--- config.mk ---
export PLATFORM = sky130hd
export DESIGN_NAME = button_conditioner
export DESIGN_NICKNAME = d
export VERILOG_FILES = /design/src/rtl/button_conditioner.sv
export SDC_FILE = /design/constraint.sdc
export NUM_CORES = 1
export LEC_CHECK = 0
export BUFFER_PORTS_ARGS = -buffer_cell sky130_fd_sc_hd__buf_2
export CAP_MARGIN = 40
export CORE_MARGIN = 10
export CORE_UTILIZATION = 38
export CTS_BUF_LIST = sky130_fd_sc_hd__clkbuf_4
export DETAILED_ROUTE_END_ITERATION = 10
export PLACE_DENSITY = 0.55
export REMOVE_ABC_BUFFERS = 1
export SYNTH_ARGS = -nofsm -noshare
export SYNTH_HDL_FRONTEND = slang
export SYNTH_SLANG_ARGS = --single-unit
--- constraint.sdc ---
create_clock -name pixel_clk -period 2.4 [get_ports pixel_clk]
set_input_delay 0.12 -clock pixel_clk [delete_from_list [all_inputs] [get_ports pixel_clk]]
set_output_delay 0.12 -clock pixel_clk [all_outputs]
set_load 0.05 [all_outputs]
--- src/rtl/button_conditioner.sv ---
// Conditions the five raw Nexys A7 push-buttons into debounced levels, direction press strobes and
// centre short/long strobes. Define BUTTON_AUTOREPEAT_EN to enable auto-repeat on the direction buttons.
module button_conditioner #(
  parameter int unsigned DEBOUNCE_CYCLES      = 360000,
  parameter int unsigned LONG_PRESS_CYCLES    = 18000000,
  parameter int unsigned REPEAT_DELAY_CYCLES  = 14400000,
  parameter int unsigned REPEAT_PERIOD_CYCLES = 3600000
) (
  input  logic       pixel_clk,
  input  logic       rst_n,
  input  logic [4:0] btn_raw,
  output logic [4:0] btn_level,
  output logic       pulse_u,
  output logic       pulse_d,
  output logic       pulse_r,
  output logic       pulse_l,
  output logic       c_short,
  output logic       c_long
);

  localparam int unsigned NUM_BTN = 5;
  localparam int unsigned NUM_DIR = 4;
  localparam int unsigned BTN_C   = 4;
  localparam int unsigned DB_W    = $clog2(DEBOUNCE_CYCLES);
  localparam int unsigned HOLD_W  = $clog2(LONG_PRESS_CYCLES);

  if (DEBOUNCE_CYCLES < 2 || LONG_PRESS_CYCLES <= DEBOUNCE_CYCLES ||
      REPEAT_DELAY_CYCLES < 1 || REPEAT_PERIOD_CYCLES < 1) begin : g_bad_params
    $error("button_conditioner: illegal cycle-count parameters");
  end

  typedef enum logic [1:0] {
    C_IDLE,
    C_HELD,
    C_LONG_DONE
  } c_state_t;

  logic [NUM_BTN-1:0] sync1;
  logic [NUM_BTN-1:0] sync2;
  logic [NUM_BTN-1:0] level_d;
  logic [DB_W-1:0]    db_cnt [NUM_BTN];
  logic [NUM_BTN-1:0] rise;
  logic               c_fall;
  logic [NUM_DIR-1:0] dir_pulse;
  c_state_t           c_state;
  logic [HOLD_W-1:0]  hold_cnt;

  // Two-flop synchroniser plus one-cycle delayed level for edge detection
  always_ff @(posedge pixel_clk) begin
    if (!rst_n) begin
      sync1   <= '0;
      sync2   <= '0;
      level_d <= '0;
    end else begin
      sync1   <= btn_raw;
      sync2   <= sync1;
      level_d <= btn_level;
    end
  end

  // Per-button debouncer: level flips only after DEBOUNCE_CYCLES of continuous mismatch
  always_ff @(posedge pixel_clk) begin
    if (!rst_n) begin
      btn_level <= '0;
      for (int i = 0; i < NUM_BTN; i++) db_cnt[i] <= '0;
    end else begin
      for (int i = 0; i < NUM_BTN; i++) begin
        if (sync2[i] == btn_level[i]) begin
          db_cnt[i] <= '0;
        end else if (db_cnt[i] == DB_W'(DEBOUNCE_CYCLES - 1)) begin
          btn_level[i] <= ~btn_level[i];
          db_cnt[i]    <= '0;
        end else begin
          db_cnt[i] <= db_cnt[i] + DB_W'(1);
        end
      end
    end
  end

  assign rise   = btn_level & ~level_d;
  assign c_fall = level_d[BTN_C] & ~btn_level[BTN_C];

`ifdef BUTTON_AUTOREPEAT_EN
  localparam int unsigned REP_MAX = (REPEAT_DELAY_CYCLES > REPEAT_PERIOD_CYCLES) ?
                                    REPEAT_DELAY_CYCLES : REPEAT_PERIOD_CYCLES;
  localparam int unsigned REP_W   = $clog2(REP_MAX + 1);

  logic [REP_W-1:0]   rep_cnt [NUM_DIR];
  logic [NUM_DIR-1:0] rep_phase;

  // Press strobe, then repeats after the initial delay and every period while the level stays high
  always_ff @(posedge pixel_clk) begin
    if (!rst_n) begin
      dir_pulse <= '0;
      rep_phase <= '0;
      for (int i = 0; i < NUM_DIR; i++) rep_cnt[i] <= '0;
    end else begin
      for (int i = 0; i < NUM_DIR; i++) begin
        dir_pulse[i] <= 1'b0;
        if (rise[i]) begin
          dir_pulse[i] <= 1'b1;
          rep_cnt[i]   <= '0;
          rep_phase[i] <= 1'b0;
        end else if (!btn_level[i]) begin
          rep_cnt[i]   <= '0;
          rep_phase[i] <= 1'b0;
        end else if (rep_cnt[i] == (rep_phase[i] ? REP_W'(REPEAT_PERIOD_CYCLES - 1)
                                                 : REP_W'(REPEAT_DELAY_CYCLES - 1))) begin
          dir_pulse[i] <= 1'b1;
          rep_cnt[i]   <= '0;
          rep_phase[i] <= 1'b1;
        end else begin
          rep_cnt[i] <= rep_cnt[i] + REP_W'(1);
        end
      end
    end
  end
`else
  // One strobe per debounced press
  always_ff @(posedge pixel_clk) begin
    if (!rst_n) dir_pulse <= '0;
    else        dir_pulse <= rise[NUM_DIR-1:0];
  end
`endif

  assign pulse_u = dir_pulse[3];
  assign pulse_d = dir_pulse[2];
  assign pulse_r = dir_pulse[1];
  assign pulse_l = dir_pulse[0];

  // Centre button: release before the hold limit is short, reaching the limit is long
  always_ff @(posedge pixel_clk) begin
    if (!rst_n) begin
      c_state  <= C_IDLE;
      hold_cnt <= '0;
      c_short  <= 1'b0;
      c_long   <= 1'b0;
    end else begin
      c_short <= 1'b0;
      c_long  <= 1'b0;
      case (c_state)
        C_IDLE: begin
          if (rise[BTN_C]) begin
            hold_cnt <= '0;
            c_state  <= C_HELD;
          end
        end
        C_HELD: begin
          if (c_fall) begin
            c_short <= 1'b1;
            c_state <= C_IDLE;
          end else if (hold_cnt == HOLD_W'(LONG_PRESS_CYCLES - 1)) begin
            c_long  <= 1'b1;
            c_state <= C_LONG_DONE;
          end else begin
            hold_cnt <= hold_cnt + HOLD_W'(1);
          end
        end
        C_LONG_DONE: begin
          if (c_fall) c_state <= C_IDLE;
        end
        default: c_state <= C_IDLE;
      endcase
    end
  end

endmodule

==> results of run 1 <==
## repair_timing
item                                   4_1_cts  5_1_grt
endpoints found under the hold margin        5        0
setup endpoints to repair                    0       15
gates resized for setup                      0        1
hold buffers                                 5        0
## cell families (layout without fill, tap and decap cells)
kind of cell / Yosys count / in the layout / share of synthesized area [%]
compound gates: 31 / 31 / 2.82
xor+xnor: 104 / 104 / 12.8
fa+ha+maj: 6 / 6 / 1.04
buf+inv: 31 / 78 / 1.96
flops: 148 / 148 / 54.4
mux: 5 / 5 / 0.696
other cells: 1 / 96 / 0.0521
simple gates: 359 / 359 / 26.3
## flip-flops by register name, summed over array words and instances (netlist names)
name       cells
dir_pulse      4
db_cnt        95
hold_cnt      25
level_d        5
c_state        2
btn_level      5
sync2          5
sync1          5
c_long         1
c_short        1
## power breakdown
group | total (mW) | internal (mW) | switching, mW
sequential | 2.85 | 2.78 | 0.0673
clock | 1.94 | 1.08 | 0.864
combinational | 0.168 | 0.0709 | 0.0972
## area by class of cell
cell class,instances,area (sq um),share of cell area [%]
Antenna cell,1,2.50,0.0300
Clock buffer,21,158,1.89
Clock inverter,11,208,2.49
Inverter,12,45.0,0.539
Multi-Input combinational cell,600,3510,42.0
Sequential cell,148,3910,46.9
Tap cell,234,293,3.51
Timing Repair Buffer,34,225,2.70
## worst max-delay path, cell delays in order (launching register included)
cell      delay [ps]
edfxtp_1         490
or4b_1           550
nor4b_1          220
and4_1           270
nand3b_2         370
nor2_1           110
## layer usage
metal  vias up  global-route usage (%)  wire length [um]
met5         -                       0                 0
met4         0                    4.32               162
met3        15                    3.42               481
met2        69                    18.2              6060
met1      2377                    14.1              6330
li1       2581                       -                 -
## final timing paths
path                     start      endpoint  depth (start not counted)
setup / recovery  db_cnt[3][6]  db_cnt[3][4]                          5
hold / removal           rst_n  hold_cnt[14]                          2
setup reg to reg  db_cnt[3][6]  db_cnt[3][4]                          5
hold reg to reg     level_d[3]  dir_pulse[3]                          1
## synthesized netlist by cell type, drive strengths merged, types with 10 or more instances
master / number / area [sq um]
nor2b: 13 / 81.3
nand4: 22 / 138
clkbuf: 11 / 41.3
and3: 27 / 171
inv: 12 / 45.0
xnor2: 24 / 218
nor2: 129 / 484
nand2: 35 / 141
edfxtp: 95 / 2850
dfxtp: 53 / 1060
and2: 22 / 138
and4: 12 / 105
nor3: 10 / 55.1
xor2: 80 / 701
nand3: 55 / 285
## through the flow
| stage | TNS, ps | instances | hold slack (ps) |
|---|---|---|---|
| after global placement | 0 | 1023 | 326 |
| after CTS | 0 | 1060 | 22.4 |
| after global routing | 0 | 1061 | 31.8 |
| after detailed placement | 0 | 1023 | 333 |
| final | 0 | 1061 | 79.1 |
| after floorplan | -134 | 760 | 242 |
## placed cells by master (no fill, tap or decap), types with 2 or more instances in the layout
| master | n |
|---|---|
| nand2_1 | 33 |
| clkbuf_4 | 21 |
| clkinv_2 | 3 |
| nand3b_1 | 5 |
| and4b_1 | 2 |
| o21a_1 | 2 |
| o21ai_0 | 5 |
| nor4b_1 | 6 |
| or3_1 | 3 |
| a21oi_1 | 9 |
| nor2_1 | 129 |
| and4_1 | 12 |
| dlygate4sd3_1 | 5 |
| nand3b_2 | 2 |
| xor2_1 | 80 |
| o211ai_1 | 3 |
| and3_2 | 2 |
| xnor2_1 | 23 |
| and2_1 | 22 |
| nand2b_1 | 3 |
| buf_4 | 12 |
| o31ai_1 | 2 |
| nor4_1 | 2 |
| or4b_1 | 3 |
| nor2b_1 | 13 |
| dfxtp_1 | 53 |
| nand3_1 | 53 |
| inv_1 | 12 |
| conb_1 | 95 |
| mux2i_1 | 5 |
| nor3_1 | 9 |
| bufinv_16 | 6 |
| edfxtp_1 | 95 |
| nand4_1 | 22 |
| buf_2 | 17 |
| and3_1 | 25 |
| nor3b_1 | 2 |
| ha_1 | 6 |
==> impl_metrics.csv, run 1 <==
group,metric,value,unit
detailed_routing,via_per_inst,4.75,
detailed_routing,post_drt_wl_per_cell,12.3,um
synthesis,synth_edf_count,95,
min_path,hold_class,"input pin to register",
global_route,grtUsageTotal,11.3,%
global_route,grt_pass1_wl,22900,um
sta,rsz0062_at_grt,"false",
clocking,cts_made_buffers,17,
worst_setup_path,cp_data_required_time,2700,ps
place,hpwl,9200,um
synthesis,netlist_instances,685,
outcome,status,"finished clean",
global_route,grt_max_degree,20,
place,place_worst_setup_slack,122,ps
synthesis,synth_seq_cells,148,
worst_setup_path,critical_path_arrival,2550,ps
detailed_routing,first_iter_violations,314,
clocking,clk_path_buf_depth,2,
sta,fmax,0.443,GHz
synthesis,synth_flop_cell,"edfxtp_1",
detailed_routing,vias,5042,
synthesis,netlist_area,7200,sq um
place,portBuffers,17,
power_and_ir_drop,powerDensity,594,nW/um^2
power_and_ir_drop,leakagePower,3.12,nW
cells_and_area,area_delta_synth_final,16.0,%
cells_and_area,nets,826,
sta,period_minus_slack,2260,ps
cells_and_area,drive_gt1_share,9.08,%
sta,setup_ws,145,ps
synthesis,async_flop_share,0,%
sta,hold_violations,0,
worst_setup_path,ff2ff_setup_slack,140,ps
clocking,cts_tree,"done",
cells_and_area,design_area,8350,sq um
worst_setup_path,critical_path_class,"register to register",
power_and_ir_drop,totalPowerFinal,4.96,mW
synthesis,ys.warnings.count,0,
power_and_ir_drop,ir_drop,0.265,mV
cells_and_area,fillCellCount,1732,
sta,fin_skew,21.9,ps
worst_setup_path,path_max_fanout,19,
detailed_routing,drc,0,
synthesis,synth.distinct_cells,56,
run,maxCapViolCount,0,
sta,finalSetupViolCount,0,
clocking,root_buffer,"clkbuf_4",
worst_setup_path,start_kind,"register",
floorplanning,dieHeight,158,um
global_route,grt_pass1_vias,4987,
detailed_routing,postRouteAntennaNets,0,
place,place_congestion,0.815,
clocking,htreeDepth,4,
sta,fin_crit_sh,94.0,%
floorplanning,start_util,38.6,%
detailed_routing,wl,13000,um
place,place_area,7930,sq um
detailed_routing,dr.pass1.iters,4,
synthesis,ys_seq_area_share,54.4,%
worst_setup_path,endpoint_kind,"register",
sta,finalMaxSlewViolations,0,
cells_and_area,final_core_util,44.8,%
floorplanning,die_area,24800,sq um
floorplanning,rows,50,
clocking,cts_setup_buffers,0,
synthesis,synth.avg_cell_area,10.5,sq um
floorplanning,boundaryPins,18,
clocking,clk_latency,550,ps
global_route,antenna_found_initial,1,
global_route,grt_overflow,0,
clocking,clock-sinks,148,
floorplanning,die_w,158,um
clocking,clkTransAtPathRegs,120,ps
floorplanning,core,18600,sq um
Note: power is estimated with default switching activity, not from simulation.
==> run 2: changes to the inputs <==
--- a/config.mk
+++ b/config.mk
@@ -11,8 +11,10 @@
 export CORE_UTILIZATION = 38
 export CTS_BUF_LIST = sky130_fd_sc_hd__clkbuf_4
 export DETAILED_ROUTE_END_ITERATION = 10
+export HOLD_SLACK_MARGIN = 0.12
 export PLACE_DENSITY = 0.55
 export REMOVE_ABC_BUFFERS = 1
+export SETUP_SLACK_MARGIN = 0.15
 export SYNTH_ARGS = -nofsm -noshare
 export SYNTH_HDL_FRONTEND = slang
 export SYNTH_SLANG_ARGS = --single-unit
==> impl_metrics.csv, run 2 (same netlist as run 1, synthesis figures left out) <==
group,metric,value,unit
outcome,status,"finished clean",
cells_and_area,drive_gt1_share,10.8,%
sta,finalMaxSlewViolations,0,
sta,period_minus_slack,2190,ps
place,place_area,7930,sq um
worst_setup_path,path_max_fanout,10,
global_route,grtUsageTotal,11.4,%
global_route,grt_pass1_vias,4986,
detailed_routing,drc,0,
worst_setup_path,r2r.worst_path.cells,6,
cells_and_area,layout_commonest_cell,"nor2_1",
clocking,clk_path_buf_depth,2,
sta,worst_slew_pin_slew,624,ps
clocking,clkTransAtPathRegs,110,ps
global_route,grt_overflow,0,
clocking,root_buffer,"clkbuf_4",
detailed_routing,vias,5107,
floorplanning,start_util,38.6,%
worst_setup_path,critical_path_class,"register to register",
cells_and_area,area_delta_synth_final,18.1,%
sta,fin_skew,21.9,ps
sta,hold_violations,0,
worst_setup_path,r2r-start,"db_cnt[1][17]",
place,place_congestion,0.815,
sta,slew_headroom,58.4,%
floorplanning,boundaryPins,18,
detailed_routing,first_iter_violations,315,
sta,fin_crit_sh,91.2,%
cells_and_area,multi_input_area,3590,sq um
sta,fmax,0.457,GHz
clocking,htreeDepth,4,
floorplanning,die_w,158,um
worst_setup_path,critical_path_arrival,2500,ps
detailed_routing,post_drt_wl_per_cell,12.6,um
place,portBuffers,17,
power_and_ir_drop,powerDensity,585,nW/um^2
clocking,cts_tree,"done",
cells_and_area,largest-register,"db_cnt",
floorplanning,rows,50,
clocking,clock-sinks,148,
min_path,hp-start,"btn_raw[2]",
global_route,antenna_found_initial,1,
cells_and_area,top_regs,"db_cnt (95), hold_cnt (25)",
clocking,cts_made_buffers,17,
floorplanning,core,18600,sq um
cells_and_area,final_core_util,45.6,%
power_and_ir_drop,ir_drop,0.266,mV
cells_and_area,fillCellCount,1723,
cells_and_area,register_area,3920,sq um
floorplanning,die_area,24800,sq um
clocking,clk_latency,560,ps
detailed_routing,wl,13400,um
min_path,hold_end,"sync1[2]",
detailed_routing,dr.pass1.iters,4,
cells_and_area,nets,835,
worst_setup_path,start_kind,"register",
run,maxCapViolCount,0,
global_route,grt_max_degree,20,
sta,rsz0062_at_grt,"false",
cells_and_area,largest_reg_flops,95,
floorplanning,dieHeight,158,um
min_path,min_path_cells,3,
power_and_ir_drop,leakagePower,3.19,nW
worst_setup_path,cp_data_required_time,2710,ps
cells_and_area,layout_common_cells,"nor2_1, edfxtp_1, conb_1, xor2_1, nand3_1",
min_path,hold_class,"input pin to register",
detailed_routing,postRouteAntennaNets,0,
detailed_routing,via_per_inst,4.77,
cells_and_area,design_area,8500,sq um
worst_setup_path,critical_path.reg2reg.endpoint,"db_cnt[1][17]",
global_route,grt_pass1_wl,22900,um
sta,finalSetupViolCount,0,
worst_setup_path,ff2ff_setup_slack,210,ps
place,hpwl,9200,um
worst_setup_path,endpoint_kind,"register",
-- run 2: changes by cell type in the layout (fill, tap and decap cells not counted), sizes merged --
cell,change
dlygate4sd3,+3
buf,+4
nand3,+1
nand3b,+1
-- run 2: through the flow --
stage	worst slack [ps]	TNS, ps	hold WS [ps]	std cells	total power [mW]
global route	136	0	270	1070	5.19
detailed placement	122	0	333	1023	3.06
CTS	155	0	284	1063	5.03
global placement	194	0	326	1023	3.06
finish	212	0	324	1070	4.97
floorplan	-106	-134	242	760	3.00
-- run 2: area by class of cell --
type                            instances  area share, %
Multi-Input combinational cell        602           42.2
Timing Repair Buffer                   41           3.36
Sequential cell                       148           46.1
Clock buffer                           21           1.86
Inverter                               12          0.530
Antenna cell                            1         0.0295
Clock inverter                         11           2.44
Tap cell                              234           3.45
-- run 2: critical path, stage by stage (launching register included) --
cell and delay (ps):
edfxtp_1 440, or4b_2 700, nor4b_2 270, nand4_1 130, buf_4 190, nand3_4 140
nor2_1 80
-- run 2: how the worst max path moves through the flow --
stage | start | slack [ps] | to | depth (start not counted)
after detailed placement | db_cnt[1][17] | 120 | db_cnt[1][15] | 5
after floorplan | btn_level[4] | -110 | hold_cnt[24] | 6
after global routing | db_cnt[1][17] | 140 | db_cnt[1][17] | 6
final | db_cnt[1][17] | 210 | db_cnt[1][17] | 6
after CTS | db_cnt[1][17] | 150 | db_cnt[1][15] | 5
after global placement | db_cnt[1][17] | 190 | db_cnt[1][14] | 5
-- run 2: per-layer routing --
metal	up-vias	global-route usage (%)	part of all wire, %
met5	-	0	0
met4	0	4.32	1.5
met3	19	3.42	3.8
met2	74	18.2	47
met1	2412	14.1	48
li1	2602	-	-
-- run 2: what timing repair did --
action	in CTS	in global routing
gates resized for setup	2	11
setup buffers	0	4
hold buffers	8	0
pin swaps	0	2
hold endpoints to repair	14	0
gates cloned	0	2
setup endpoints to repair	35	52
-- run 2: power by group --
part           switching, mW  internal (mW)  total (mW)  leakage, nW
combinational          0.102         0.0757       0.178         1.58
clock                  0.864           1.08        1.94        0.199
sequential            0.0676           2.78        2.85         1.41
==> run 3: changes to the inputs <==
--- a/config.mk
+++ b/config.mk
@@ -15,6 +15,7 @@
 export PLACE_DENSITY = 0.55
 export REMOVE_ABC_BUFFERS = 1
 export SETUP_SLACK_MARGIN = 0.15
+export SLEW_MARGIN = 10
 export SYNTH_ARGS = -nofsm -noshare
 export SYNTH_HDL_FRONTEND = slang
 export SYNTH_SLANG_ARGS = --single-unit
==> constraint.sdc (replaced) <==
create_clock -name pixel_clk -period 2.1 [get_ports pixel_clk]
set_input_delay 0.105 -clock pixel_clk [delete_from_list [all_inputs] [get_ports pixel_clk]]
set_output_delay 0.105 -clock pixel_clk [all_outputs]
set_load 0.05 [all_outputs]
==> impl_metrics.csv, run 3 (same netlist as run 1, synthesis figures left out) <==
group,metric,value,unit
clocking,cts_tree,"done",
sta,hold_violations,0,
worst_setup_path,cpLargestDelayFamily,"simple AND/OR/NAND/NOR gates",
power_and_ir_drop,sequentialPowerShare,62.0,%
power_and_ir_drop,ir_drop,0.305,mV
detailed_routing,wl,14300,um
global_route,grt_max_degree,20,
place,place_congestion,0.784,
worst_setup_path,r2r.worst_path.cells,6,
clocking,root_buffer,"clkbuf_4",
floorplanning,die_w,158,um
power_and_ir_drop,clockPowerShare,32.0,%
worst_setup_path,critical_path_class,"register to register",
detailed_routing,postRouteAntennaNets,0,
global_route,grt_pass1_vias,5145,
clocking,htreeDepth,4,
global_route,grt_pass1_wl,23600,um
power_and_ir_drop,p_int,4.06,mW
detailed_routing,via_per_inst,4.73,
power_and_ir_drop,leakagePower,3.56,nW
global_route,grtUsageTotal,11.6,%
cells_and_area,final_core_util,51.1,%
global_route,antenna_found_initial,1,
worst_setup_path,cpPeakStageDelay,560,ps
detailed_routing,post_drt_wl_per_cell,12.8,um
floorplanning,boundaryPins,18,
place,portBuffers,17,
detailed_routing,vias,5291,
clocking,clk_path_buf_depth,2,
detailed_routing,dr.pass1.iters,4,
power_and_ir_drop,combPwrFrac,6.0,%
worst_setup_path,start_kind,"register",
worst_setup_path,crit_start,"db_cnt[3][6]",
worst_setup_path,crit_chain,"or4b_4 -> nor4b_4 -> and4_1 -> nand3b_4 -> clkbuf_16 -> nor2_4",
worst_setup_path,endpoint_kind,"register",
run,maxCapViolCount,0,
clocking,clock-sinks,148,
power_and_ir_drop,sw_frac_of_total,22.6,%
worst_setup_path,path_max_fanout,5,
power_and_ir_drop,powerDensity,551,nW/um^2
cells_and_area,top_regs,"db_cnt (95), hold_cnt (25)",
worst_setup_path,worstSetupPathDepth,6,
floorplanning,start_util,38.6,%
min_path,hp-start,"btn_raw[0]",
sta,fin_skew,13.5,ps
floorplanning,die_area,24800,sq um
worst_setup_path,cpMaxStageDelayCell,"or4b_4",
sta,hold_slack,303,ps
worst_setup_path,critical_path_arrival,2390,ps
sta,fmax,0.480,GHz
cells_and_area,drive_gt1_share,25.0,%
power_and_ir_drop,totalPowerFinal,5.25,mW
cells_and_area,fillCellCount,1697,
sta,finalSetupViolCount,0,
min_path,hold_class,"input pin to register",
sta,fin_crit_sh,99.2,%
sta,finalMaxSlewViolations,0,
detailed_routing,first_iter_violations,229,
clocking,cts_made_buffers,17,
sta,rsz0062_at_grt,"true",
cells_and_area,layout_common_cells,"edfxtp_1, conb_1, xor2_1, nor2_1, nor2_4",
floorplanning,rows,50,
worst_setup_path,cp_data_required_time,2400,ps
clocking,clk_latency,550,ps
cells_and_area,largest-register,"db_cnt",
min_path,min_path_cells,3,
outcome,status,"finished clean",
place,hpwl,9660,um
power_and_ir_drop,power.switching,1.19,mW
global_route,grt_overflow,0,
cells_and_area,area_delta_synth_final,32.4,%
detailed_routing,drc,0,
sta,period_minus_slack,2080,ps
worst_setup_path,cp_num_buf_inv,1,
worst_setup_path,r2r-start,"db_cnt[3][6]",
cells_and_area,nets,884,
clocking,clkTransAtPathRegs,120,ps
floorplanning,core,18600,sq um
floorplanning,dieHeight,158,um
cells_and_area,largest_reg_flops,95,
==> run 3: changes by cell type in the layout (fill, tap and decap cells not counted), sizes merged <==
| cell | previous run | this run |
|---|---|---|
| clkbuf | 21 | 26 |
| buf | 33 | 80 |
| clkinv | 5 | 6 |
| nand3 | 56 | 55 |
| bufinv | 6 | 2 |
| nand3b | 8 | 7 |
| clkinvlp | 0 | 1 |
==> run 3: layer usage <==
layer,GRT usage (%),wire (um)
met5,0,0
met3,2.50,303
met2,19.0,6940
met1,14.6,6850
met4,4.67,222
==> run 3: through the flow <==
stage	TNS (ps)	instances	setup slack [ps]	cell area (sq um)
2_1_floorplan	-4990	760	-406	7450
3_3_place_gp	0	1053	48.3	8230
3_5_place_dp	0	1053	9.06	8230
4_1_cts	0	1102	47.5	8870
5_1_grt	-1050	1118	-57.2	9530
6_report	0	1118	17.6	9530
==> run 3: area by class of cell <==
type | instances | area, sq um | area share [%]
inverter | 12 | 45.0 | 0.473
clock inverter | 9 | 91.3 | 0.959
antenna | 1 | 2.50 | 0.0263
tap | 234 | 293 | 3.07
clock buffer | 22 | 165 | 1.73
multi-input combinational | 600 | 4120 | 43.2
timing repair buffer | 92 | 887 | 9.31
sequential | 148 | 3930 | 41.2
==> run 3: power by group through the flow <==
stage               logic, mW  clock network (mW)  registers, mW
floorplan               0.131                   0           3.30
detailed placement      0.209                   0           3.32
global placement        0.207                   0           3.31
finish                  0.315                1.68           3.25
global route            0.351                1.87           3.27
CTS                     0.245                1.76           3.25
==> run 3: path summary, 6_finish.rpt <==
| kind | end | slack [ps] |
|---|---|---|
| worst max-delay path | db_cnt[3][12] | 20 |
| worst min-delay path | sync1[0] | 300 |
| worst max register to register | db_cnt[3][12] | 20 |
| worst min register to register | dir_pulse[1] | 390 |
==> run 3: worst min-delay path, delay by kind of cell <==
family | cells | cell delay [ps]
AND/OR/NAND/NOR | 1 | 110
buffers and inverters | 2 | 620
==> run 3: repair_timing <==
action / 4_1_cts / 5_1_grt
setup endpoints to repair: 101 / 120
hold endpoints to repair: 19 / 0
buffers inserted: 9 / 9
hold buffers: 8 / 0
gates resized for setup: 56 / 118
pin swaps: 31 / 49
gates cloned: 1 / 6
